===== config.mk =====
export PLATFORM = sky130hd
export DESIGN_NAME = jogo_memoria_param
export DESIGN_NICKNAME = d
export VERILOG_FILES = /design/src/rtl/jogo_pkg.sv /design/src/rtl/jogo_memoria_param_contador.sv /design/src/rtl/jogo_memoria_param.sv
export SDC_FILE = /design/constraint.sdc
export NUM_CORES = 1
export LEC_CHECK = 0
export CAP_MARGIN = 25
export CORE_AREA = 2 2 92 68
export DETAILED_ROUTE_END_ITERATION = 6
export DIE_AREA = 0 0 94 70
export DONT_BUFFER_PORTS = 1
export PLACE_DENSITY = 0.74
export SLEW_MARGIN = 20
export SYNTH_ARGS = -nofsm -noshare
export SYNTH_HDL_FRONTEND = slang
export SYNTH_SLANG_ARGS = --single-unit

===== constraint.sdc =====
create_clock -name clock -period 3.6 [get_ports clock]
set_input_delay 0.54 -clock clock [delete_from_list [all_inputs] [get_ports clock]]
set_output_delay 0.54 -clock clock [all_outputs]
set_load 0.01 [all_outputs]

===== src/rtl/jogo_pkg.sv =====
// Shared definitions for the memory game: FSM state codes and button index/one-hot helpers.
// Helpers work on a 32-bit window, so designs built on them support up to 32 buttons.
package jogo_pkg;

  typedef enum logic [4:0] {
    INICIAL       = 5'd0,
    PREPARA       = 5'd1,
    ESPERA_NOVA   = 5'd2,
    GRAVA         = 5'd3,
    MOSTRA        = 5'd4,
    APAGA         = 5'd5,
    ESPERA_JOGADA = 5'd6,
    COMPARA       = 5'd7,
    FIM_ACERTOU   = 5'd8,
    FIM_ERROU     = 5'd9,
    FIM_TIMEOUT   = 5'd10
  } estado_t;

  localparam int MAX_LARGURA = 32;

  function automatic logic [MAX_LARGURA-1:0] indice_para_onehot(input logic [4:0] idx);
    indice_para_onehot      = '0;
    indice_para_onehot[idx] = 1'b1;
  endfunction

  function automatic logic [4:0] onehot_para_indice(input logic [MAX_LARGURA-1:0] v);
    onehot_para_indice = '0;
    for (int i = 0; i < MAX_LARGURA; i++) begin
      if (v[i]) onehot_para_indice = 5'(i);
    end
  endfunction

  function automatic logic eh_onehot(input logic [MAX_LARGURA-1:0] v);
    return (v != '0) && ((v & (v - MAX_LARGURA'(1))) == '0);
  endfunction

endpackage


===== src/rtl/jogo_memoria_param_contador.sv =====
// Modulo-MODULO up counter with synchronous clear (zera) over count (conta); fim flags the last value.
module contador_m #(
  parameter int MODULO  = 4,
  parameter int LARGURA = (MODULO > 1) ? $clog2(MODULO) : 1
) (
  input  logic               clock,
  input  logic               reset,
  input  logic               zera_i,
  input  logic               conta_i,
  output logic [LARGURA-1:0] valor_o,
  output logic               fim_o
);

  logic [LARGURA-1:0] valor_q;

  always_ff @(posedge clock or posedge reset) begin
    if (reset) begin
      valor_q <= '0;
    end else if (zera_i) begin
      valor_q <= '0;
    end else if (conta_i) begin
      valor_q <= (valor_q == LARGURA'(MODULO - 1)) ? '0 : valor_q + LARGURA'(1);
    end
  end

  assign valor_o = valor_q;
  assign fim_o   = (valor_q == LARGURA'(MODULO - 1));

endmodule


===== src/rtl/jogo_memoria_param.sv =====
// Memory game top: stores a growing button sequence, plays it back on the LEDs and checks the repetition.
// Define JOGO_TIMEOUT_EN to add the per-move timeout counter and the FIM_TIMEOUT outcome.
module jogo_memoria_param
  import jogo_pkg::*;
#(
  parameter int NUM_BOTOES     = 4,
  parameter int MAX_RODADAS    = 16,
  parameter int TIMEOUT_CICLOS = 5000,
  parameter int LED_CICLOS     = 1000,
  localparam int IW = $clog2(NUM_BOTOES),
  localparam int RW = $clog2(MAX_RODADAS + 1)
) (
  input  logic                  clock,
  input  logic                  reset,
  input  logic                  jogar,
  input  logic [NUM_BOTOES-1:0] botoes,
  output logic [NUM_BOTOES-1:0] leds,
  output logic                  pronto,
  output logic                  acertou,
  output logic                  errou,
  output logic                  timeout,
  output logic [RW-1:0]         rodada,
  output logic [4:0]            db_estado,
  output logic [IW-1:0]         db_jogada
);

  localparam int AW = (MAX_RODADAS > 1) ? $clog2(MAX_RODADAS) : 1;

  estado_t         estado_q;
  logic [RW-1:0]   rodada_q;
  logic            pronto_q, acertou_q, errou_q;
  logic            botao_ant_q, mv_q, mv_ok_q;
  logic [IW-1:0]   jogada_q;
  logic [IW-1:0]   mem_q [MAX_RODADAS];

  logic            espera, fase_led, borda, ultimo, acerto;
  logic            zera_e, conta_e, led_fim;
  logic [AW-1:0]   e_valor;
  logic            e_fim_unused;
  logic [(LED_CICLOS > 1 ? $clog2(LED_CICLOS) : 1)-1:0] led_valor_unused;

  assign espera   = (estado_q == ESPERA_NOVA) || (estado_q == ESPERA_JOGADA);
  assign fase_led = (estado_q == MOSTRA) || (estado_q == APAGA);
  assign borda    = (|botoes) && !botao_ant_q;
  assign ultimo   = (RW'(e_valor) + RW'(1)) == rodada_q;
  assign acerto   = mv_ok_q && (mem_q[e_valor] == jogada_q);

  // Only edges seen while waiting for the player become moves; playback presses are dropped.
  always_ff @(posedge clock or posedge reset) begin
    if (reset) begin
      botao_ant_q <= 1'b0;
      mv_q        <= 1'b0;
      mv_ok_q     <= 1'b0;
      jogada_q    <= '0;
    end else begin
      botao_ant_q <= |botoes;
      mv_q        <= borda && espera;
      if (borda && espera) begin
        mv_ok_q <= eh_onehot(MAX_LARGURA'(botoes));
        if (eh_onehot(MAX_LARGURA'(botoes))) begin
          jogada_q <= IW'(onehot_para_indice(MAX_LARGURA'(botoes)));
        end
      end
    end
  end

  always_ff @(posedge clock) begin
    if (estado_q == GRAVA) mem_q[AW'(rodada_q)] <= jogada_q;
  end

  assign zera_e  = (estado_q == PREPARA) || (estado_q == GRAVA) ||
                   ((estado_q == APAGA) && led_fim && ultimo);
  assign conta_e = ((estado_q == APAGA) && led_fim && !ultimo) ||
                   ((estado_q == COMPARA) && acerto && !ultimo);

  contador_m #(.MODULO(MAX_RODADAS)) u_endereco (
    .clock(clock), .reset(reset), .zera_i(zera_e), .conta_i(conta_e),
    .valor_o(e_valor), .fim_o(e_fim_unused)
  );

  contador_m #(.MODULO(LED_CICLOS)) u_led (
    .clock(clock), .reset(reset), .zera_i(!fase_led || led_fim), .conta_i(fase_led),
    .valor_o(led_valor_unused), .fim_o(led_fim)
  );

`ifdef JOGO_TIMEOUT_EN
  logic timeout_q, tmo_fim;
  logic [(TIMEOUT_CICLOS > 1 ? $clog2(TIMEOUT_CICLOS) : 1)-1:0] tmo_valor_unused;

  contador_m #(.MODULO(TIMEOUT_CICLOS)) u_timeout (
    .clock(clock), .reset(reset), .zera_i(!espera || mv_q), .conta_i(espera),
    .valor_o(tmo_valor_unused), .fim_o(tmo_fim)
  );

  assign timeout = timeout_q;
`else
  assign timeout = 1'b0;
`endif

  // Main game FSM; final-state flags are set on entry and cleared when a new game starts.
  always_ff @(posedge clock or posedge reset) begin
    if (reset) begin
      estado_q  <= INICIAL;
      rodada_q  <= '0;
      pronto_q  <= 1'b0;
      acertou_q <= 1'b0;
      errou_q   <= 1'b0;
`ifdef JOGO_TIMEOUT_EN
      timeout_q <= 1'b0;
`endif
    end else begin
      case (estado_q)
        INICIAL: if (jogar) estado_q <= PREPARA;
        PREPARA: begin
          rodada_q <= '0;
          estado_q <= ESPERA_NOVA;
        end
        ESPERA_NOVA: begin
          if (mv_q) begin
            if (mv_ok_q) begin
              estado_q <= GRAVA;
            end else begin
              estado_q <= FIM_ERROU;
              pronto_q <= 1'b1;
              errou_q  <= 1'b1;
            end
`ifdef JOGO_TIMEOUT_EN
          end else if (tmo_fim) begin
            estado_q  <= FIM_TIMEOUT;
            pronto_q  <= 1'b1;
            errou_q   <= 1'b1;
            timeout_q <= 1'b1;
`endif
          end
        end
        GRAVA: begin
          rodada_q <= rodada_q + RW'(1);
          estado_q <= MOSTRA;
        end
        MOSTRA: if (led_fim) estado_q <= APAGA;
        APAGA:  if (led_fim) estado_q <= ultimo ? ESPERA_JOGADA : MOSTRA;
        ESPERA_JOGADA: begin
          if (mv_q) begin
            estado_q <= COMPARA;
`ifdef JOGO_TIMEOUT_EN
          end else if (tmo_fim) begin
            estado_q  <= FIM_TIMEOUT;
            pronto_q  <= 1'b1;
            errou_q   <= 1'b1;
            timeout_q <= 1'b1;
`endif
          end
        end
        COMPARA: begin
          if (!acerto) begin
            estado_q <= FIM_ERROU;
            pronto_q <= 1'b1;
            errou_q  <= 1'b1;
          end else if (!ultimo) begin
            estado_q <= ESPERA_JOGADA;
          end else if (rodada_q == RW'(MAX_RODADAS)) begin
            estado_q  <= FIM_ACERTOU;
            pronto_q  <= 1'b1;
            acertou_q <= 1'b1;
          end else begin
            estado_q <= ESPERA_NOVA;
          end
        end
        FIM_ACERTOU, FIM_ERROU, FIM_TIMEOUT: begin
          if (jogar) begin
            estado_q  <= PREPARA;
            rodada_q  <= '0;
            pronto_q  <= 1'b0;
            acertou_q <= 1'b0;
            errou_q   <= 1'b0;
`ifdef JOGO_TIMEOUT_EN
            timeout_q <= 1'b0;
`endif
          end
        end
        default: estado_q <= INICIAL;
      endcase
    end
  end

  assign leds      = (estado_q == MOSTRA) ?
                     NUM_BOTOES'(indice_para_onehot(5'(mem_q[e_valor]))) : '0;
  assign pronto    = pronto_q;
  assign acertou   = acertou_q;
  assign errou     = errou_q;
  assign rodada    = rodada_q;
  assign db_estado = estado_q;
  assign db_jogada = jogada_q;

endmodule


==> results of run 1 <==
## layout make-up
class | instances | area (um^2)
well taps | 78 | 97.6
repair buffers | 3 | 22.5
clock buffers | 12 | 178
multi-input cells | 216 | 1460
inverters | 11 | 41.3
clock inverters | 4 | 72.6
flip-flops and latches | 63 | 1740
fillers | 469 | 2240
## power breakdown
| group | switching (uW) | total (uW) | internal [uW] |
|---|---|---|---|
| registers | 224 | 1080 | 859 |
| logic | 444 | 800 | 356 |
| clock network | 276 | 749 | 473 |
## placed cells by master (no fill, tap or decap), types with 5 or more instances in the layout
| master | instances |
|---|---|
| clkbuf_8 | 9 |
| xnor2_1 | 9 |
| dfrtp_1 | 31 |
| a21oi_1 | 15 |
| nand3_1 | 13 |
| nor2_1 | 41 |
| edfxtp_1 | 32 |
| mux2_1 | 7 |
| xor2_1 | 5 |
| nand2b_1 | 5 |
| mux4_2 | 7 |
| o21ai_0 | 7 |
| nand2_1 | 34 |
| nor3_1 | 16 |
| inv_1 | 11 |
| ha_1 | 6 |
## critical path, stage by stage (launching register included)
cell     delay [ns]
dfrtp_1        0.41
buf_4          0.25
mux4_2         0.55
mux4_2         0.55
nor4_1         0.50
## sequential cells by signal, indices dropped and copies added (netlist names)
register and cells:
botao_ant_q 1, acertou 1, mem_q 32, db_estado 4, mv_q 1, u_endereco.valor_o 4, errou 1, pronto 1
db_jogada 2, u_led.valor_o 10, rodada 5, mv_ok_q 1
## through the flow
stage | total power, uW | setup WS [ns] | cells | cell area [um^2] | hold WS, ns
6_report | 2630 | 0.468 | 387 | 3610 | 0.165
5_1_grt | 2780 | 0.342 | 387 | 3610 | 0.191
2_1_floorplan | 1720 | 0.961 | 306 | 3330 | 0.432
3_5_place_dp | 1890 | 0.722 | 371 | 3360 | 0.453
4_1_cts | 2640 | 0.440 | 387 | 3610 | 0.170
3_3_place_gp | 1850 | 0.821 | 371 | 3360 | 0.448
## worst min-delay path by stage
| stage | endpoint | slack [ns] | cells past startpoint |
|---|---|---|---|
| finish | u_led.valor_o[2] | 0.17 | 2 |
| global route | u_led.valor_o[4] | 0.19 | 2 |
| CTS | u_led.valor_o[4] | 0.17 | 2 |
| detailed placement | u_led.valor_o[0] | 0.45 | 1 |
| global placement | u_led.valor_o[0] | 0.45 | 1 |
| floorplan | u_led.valor_o[0] | 0.43 | 1 |
## routing by layer
layer  up-vias  wire [um]  global-route usage
met4         0        114              0.0886
li1       1094          -                   -
met1      1125       3370               0.362
met5         -          0                   0
met3        12        436              0.0636
met2        78       3070               0.324
## cells by family (layout without fill, tap and decap cells)
| group | Yosys count | after routing | synth area share |
|---|---|---|---|
| buffers and inverters | 27 | 30 | 0.0377 |
| XOR/XNOR | 15 | 15 | 0.0418 |
| multiplexers | 16 | 16 | 0.0802 |
| flip-flops | 63 | 63 | 0.523 |
| adder cells (fa/ha/maj) | 7 | 7 | 0.0256 |
| AO/OA/AOI/OAI | 48 | 48 | 0.110 |
| AND/OR/NAND/NOR | 128 | 128 | 0.180 |
| other | 1 | 2 | 0.00113 |
==> results.md, run 1 <==
* Sink Count at 63
* Top cell type's share of synthesized area at 0.289
* CP max FO at 12
* Post-synthesis sequential area ratio at 0.523
* FF-to-FF Start: u_endereco.valor_o[1]
* Ys async rst share at 0.492
* Worst Setup EP: leds[0]
* R2R depth at 8
* CP startpoint: u_endereco.valor_o[1]
* Routed vias/inst at 5.97
* Setup crit end kind: output port
* Total number of vias at 2309
* Horiz. Die Dim at about 94 um
* Total Routing Usage GR at 0.237
* Slew @ Worst Pin at between 0.8 and 0.9 ns
* Max Cap Violations at 0
* Clock-pin slew reported for the worst setup and hold paths after clock tree synthesis at 0.07 ns
* Syn_area_per_cell at 10.9 um^2
* Final Setup Violations at 0
* Drt initial violations at between 150 and 200
* Syn-to-layout area delta at 8.74%
* Layout cells sized above 1 at 0.120
* Post-Syn Instances at roughly 310
* Die area at roughly 6600 um^2
* Initial core utilization at 0.567
* Row Count at 24
* H-tree levels at 3
* I/O Buffers at 0
* Synth area leader: edfxtp_1
* Final nets at ~320
* GPL Wtd Cong at around 0.85
* Wirelength per Cell at roughly 18 um
* R2R Setup Slk at between 0.7 and 0.8 ns
* Max Slew Vio Count at 0
* Tmin final at around 3.1 ns
* CTS Buf Count at 9
* Worst flop-to-flop path endpoint: u_endereco.valor_o[3]
* Post-DRT Antenna Nets at 0
* Total congestion overflow at 0
* Io pins at 27
* Core area at 5860 um^2
* Post-Route WL at around 7000 um
* Initial antenna violation count at 0
* Pwr Density at 729 nW/um^2
* Count leader, synth: nor2_1
* TritonCTS clock tree: built
* Slew Limit Headroom at 0.422
* First-pass GRT wire length at around 12000 um
* Req. time, crit path at 3.06 ns
* Worst vdd ir at around 0.00044 V
* Status: completed
* Ranking of synthesized cells by area: edfxtp_1, dfrtp_1, mux4_2
* Hold WC Path Type: primary input to async pin
* Clock skew at 0.0109 ns
* Post-synth EDFFs at 32
* Pre-antenna DRT Iters at 5
* Critical Path AT at about 2.6 ns
* Final TNS setup at 0 ns
* Synth Flop Type: edfxtp_1
* Worst skew pair latency at roughly 0.34 ns
* Critical Path Source Type: flop
* Cell Area, Synth at about 3300 um^2
* Fmax at 0.319 GHz
* Longest Clk Path Bufs at 2
* # DRC at 0
* Final hold vios at 0
* Clk Tree Root Cell: clkbuf_8
* Post-CTS sizing at 0
* Vias in the first global route at between 2000 and 2500
* DP HPWL at between 4000 and 5000 um
* Hold_buf cts at 0
* Chip height at 70 um
* Setup bufs post-CTS at 0
* Synth cell count leaders: nor2_1, nand2_1, edfxtp_1, dfrtp_1, nor3_1
* Crit share post-route at 0.870
* Diodes inserted at 0
* Unrepaired setup endpoints after global routing: false
* Synth warnings at 0
* Yosys reg bits at 63
* Leakage power at around 0.0013 uW
* Maximum number of pins on one net before global-route repair at 32
* Crit path kind: flop to output port
* Post-layout util at 0.617
* Yosys cell types at 54
Power figures use the tool's default switching activity.
==> inputs of run 2 (changes only) <==
Settings changed: PLACE_DENSITY 0.74 to 0.81.
==> run 2 against run 1 <==
Global-route usage barely moved; worst hold slack got worse by 0.0095 ns; largest power group unchanged; maximum frequency fell by 5.5%; cell area shrank 0.55%; highest routed layer unchanged.
==> results.md, run 2 (synthesis gave the netlist of run 1 again) <==
* Most frequent cells in the layout: nor2_1, nand2_1, edfxtp_1, dfrtp_1, nor3_1
* TritonCTS clock tree: built
* Req. time, crit path at 3.06 ns (about the same)
* Wirelength per Cell at 17.6 um (-2.6%)
* Io pins at 27 (unchanged)
* Worst skew pair latency at 0.35 ns (about the same)
* Dpl ws at 0.630 ns (-0.0919 ns)
* Sequential Power Share at 0.411 (about the same)
* Clock-pin slew reported for the worst setup and hold paths after clock tree synthesis at 0.07 ns (about the same)
* Clk Tree Root Cell: clkbuf_8
* Largest register FFs at 32 (unchanged)
* Fmax at 0.302 GHz (-5.5%)
* Worst vdd ir at 0.000369 V (-16%)
* Chip height at 70 um (unchanged)
* H-tree levels at 3 (unchanged)
* Combinational share of power at 0.334 (+0.030)
* Post-Route WL at 6840 um (-2.1%)
* Post-CTS sizing at 0 (unchanged)
* Filler cells at 476 (+1.5%)
* Unrepaired setup endpoints after global routing: false
* First-pass GRT wire length at 11500 um (-1.9%)
* Net switching power at 946 uW (+0.21%)
* Longest Clk Path Bufs at 2 (unchanged)
* Crit share post-route at 0.921 (+0.0509)
* Most used cell, CP: mux4_2
* CP max FO at 10 (-2)
* Layout cells sized above 1 at 0.125 (+0.00566)
* Diodes inserted at 0 (unchanged)
* Clock skew at 0.00893 ns (-0.00200 ns)
* Hold WC Path Type: primary input to async pin
* Syn-to-layout area delta at 8.14%
* Crit path kind: flop to output port
* Pre-antenna DRT Iters at 6 (+1)
* Final hold slack at 0.156 ns (-0.00954 ns)
* Leakage power at 0.00130 uW (-0.33%)
* Final hold vios at 0 (unchanged)
* Pwr Density at 709 nW/um^2 (-2.7%)
* DP HPWL at 4860 um (-2.7%)
* Row Count at 24 (unchanged)
* Slowest cell on crit path: mux4_2
* Vias in the first global route at 2274 (+2.4%)
* Sink Count at 63 (unchanged)
* GPL Wtd Cong at 0.852 (-0.35%)
* Sw frac at 0.371 (+0.0126)
* Worst Path Buf+Inv at 1 (unchanged)
* Initial antenna violation count at 0 (unchanged)
* Horiz. Die Dim at 94 um (unchanged)
* Pint at 1600 uW (-5.1%)
* Total number of vias at 2303 (-0.26%)
* Critical Path AT at 2.78 ns (+0.19 ns)
* Clk network pwr share at 0.255 (-0.029)
* Crit-path max cell delay at 0.56 ns (about the same)
* I/O Buffers at 0 (unchanged)
* Drt initial violations at 170 (+3.0%)
* # DRC at 0 (unchanged)
* Maximum number of pins on one net before global-route repair at 32 (unchanged)
* Setup crit end kind: output port
* Tmin final at 3.32 ns (+0.183 ns)
* Most common cell after layout, fill and taps aside: nor2_1
* Total congestion overflow at 0 (unchanged)
* Max Slew Vio Count at 0 (unchanged)
* Top delay family on crit path: multiplexers
* Routed vias/inst at 5.92 (-0.77%)
* Max Cap Violations at 0 (unchanged)
* Critical Path Source Type: flop
* Reg with most FFs: mem_q
* Final Setup Violations at 0 (unchanged)
* Worst setup margin at 0.285 ns (-0.183 ns)
* Setup bufs post-CTS at 0 (unchanged)
* Post-DRT Antenna Nets at 0 (unchanged)
* Core area at 5860 um^2 (unchanged)
* Cells along the critical path: buf_4 -> mux4_2 -> mux4_2 -> nor4_1
* Hold_buf cts at 0 (unchanged)
* Initial core utilization at 0.567 (unchanged)
* Final TNS setup at 0 ns (unchanged)
* Status: completed
* CTS Buf Count at 9 (unchanged)
* Die area at 6580 um^2 (unchanged)
* Total Routing Usage GR at 0.236 (-0.000288)
* Slew @ Worst Pin at 0.810 ns (-0.0454 ns)
* Slew Limit Headroom at 0.452 (+0.0307)
* Final nets at 319 (+0.63%)
-- run 2: per-layer routing --
layer,global-route usage,part of all wire,up-vias
li1,-,-,1096
met1,0.336,0.44,1102
met2,0.340,0.46,98
met3,0.102,0.089,7
met4,0.0531,0.012,0
met5,0,0,-
-- run 2: final cells by class --
type	instances	area [um^2]	share of cell area
inverters	11	41.3	0.0115
multi-input cells	216	1460	0.408
repair buffers	5	37.5	0.0104
clock buffers	11	163	0.0453
clock inverters	5	52.6	0.0146
well taps	78	97.6	0.0272
flip-flops and latches	63	1740	0.483
-- run 2: worst paths after layout --
path                                       start               endpoint  slack, ns  cells after the start
min in group clock                         jogar           db_estado[3]       0.30                      1
hold reg to reg                 u_led.valor_o[0]       u_led.valor_o[0]       0.46                      1
max in group asynchronous                  reset              rodada[2]       3.14                      2
setup reg to reg           u_endereco.valor_o[1]  u_endereco.valor_o[3]       0.59                      8
hold / removal                             reset       u_led.valor_o[5]       0.16                      2
setup / recovery           u_endereco.valor_o[1]                leds[0]       0.28                      4
-- run 2: metrics by stage --
| stage | utilization | std cells | area, um^2 | power [uW] |
|---|---|---|---|---|
| after floorplan | - | 306 | 3330 | 1720 |
| after global placement | 0.577 | 373 | 3380 | 1870 |
| after detailed placement | 0.577 | 373 | 3380 | 1900 |
| after CTS | 0.613 | 389 | 3590 | 2550 |
| after global routing | 0.613 | 389 | 3590 | 2700 |
| final | 0.613 | 389 | 3590 | 2550 |
-- run 2: power by group through the flow --
stage / combinational (uW) / clock [uW] / sequential [uW]
6_report: 851 / 651 / 1050
5_1_grt: 935 / 703 / 1070
4_1_cts: 845 / 663 / 1050
3_5_place_dp: 837 / 0 / 1060
3_3_place_gp: 812 / 0 / 1060
2_1_floorplan: 745 / 0 / 971
-- run 2: worst reg2reg max path, delay by kind of cell, from the launching register on --
| kind | cells | cell delay [ns] |
|---|---|---|
| buf+inv | 1 | 0.26 |
| compound gates | 3 | 0.76 |
| simple gates | 1 | 0.20 |
| mux | 3 | 1.14 |
| flops | 1 | 0.53 |
==> inputs of run 3 (changes only) <==
Settings changed: SLEW_MARGIN 20 to not set.
==> results of run 3 <==
The final DEF is identical to that of run 2; final timing and power are the same.
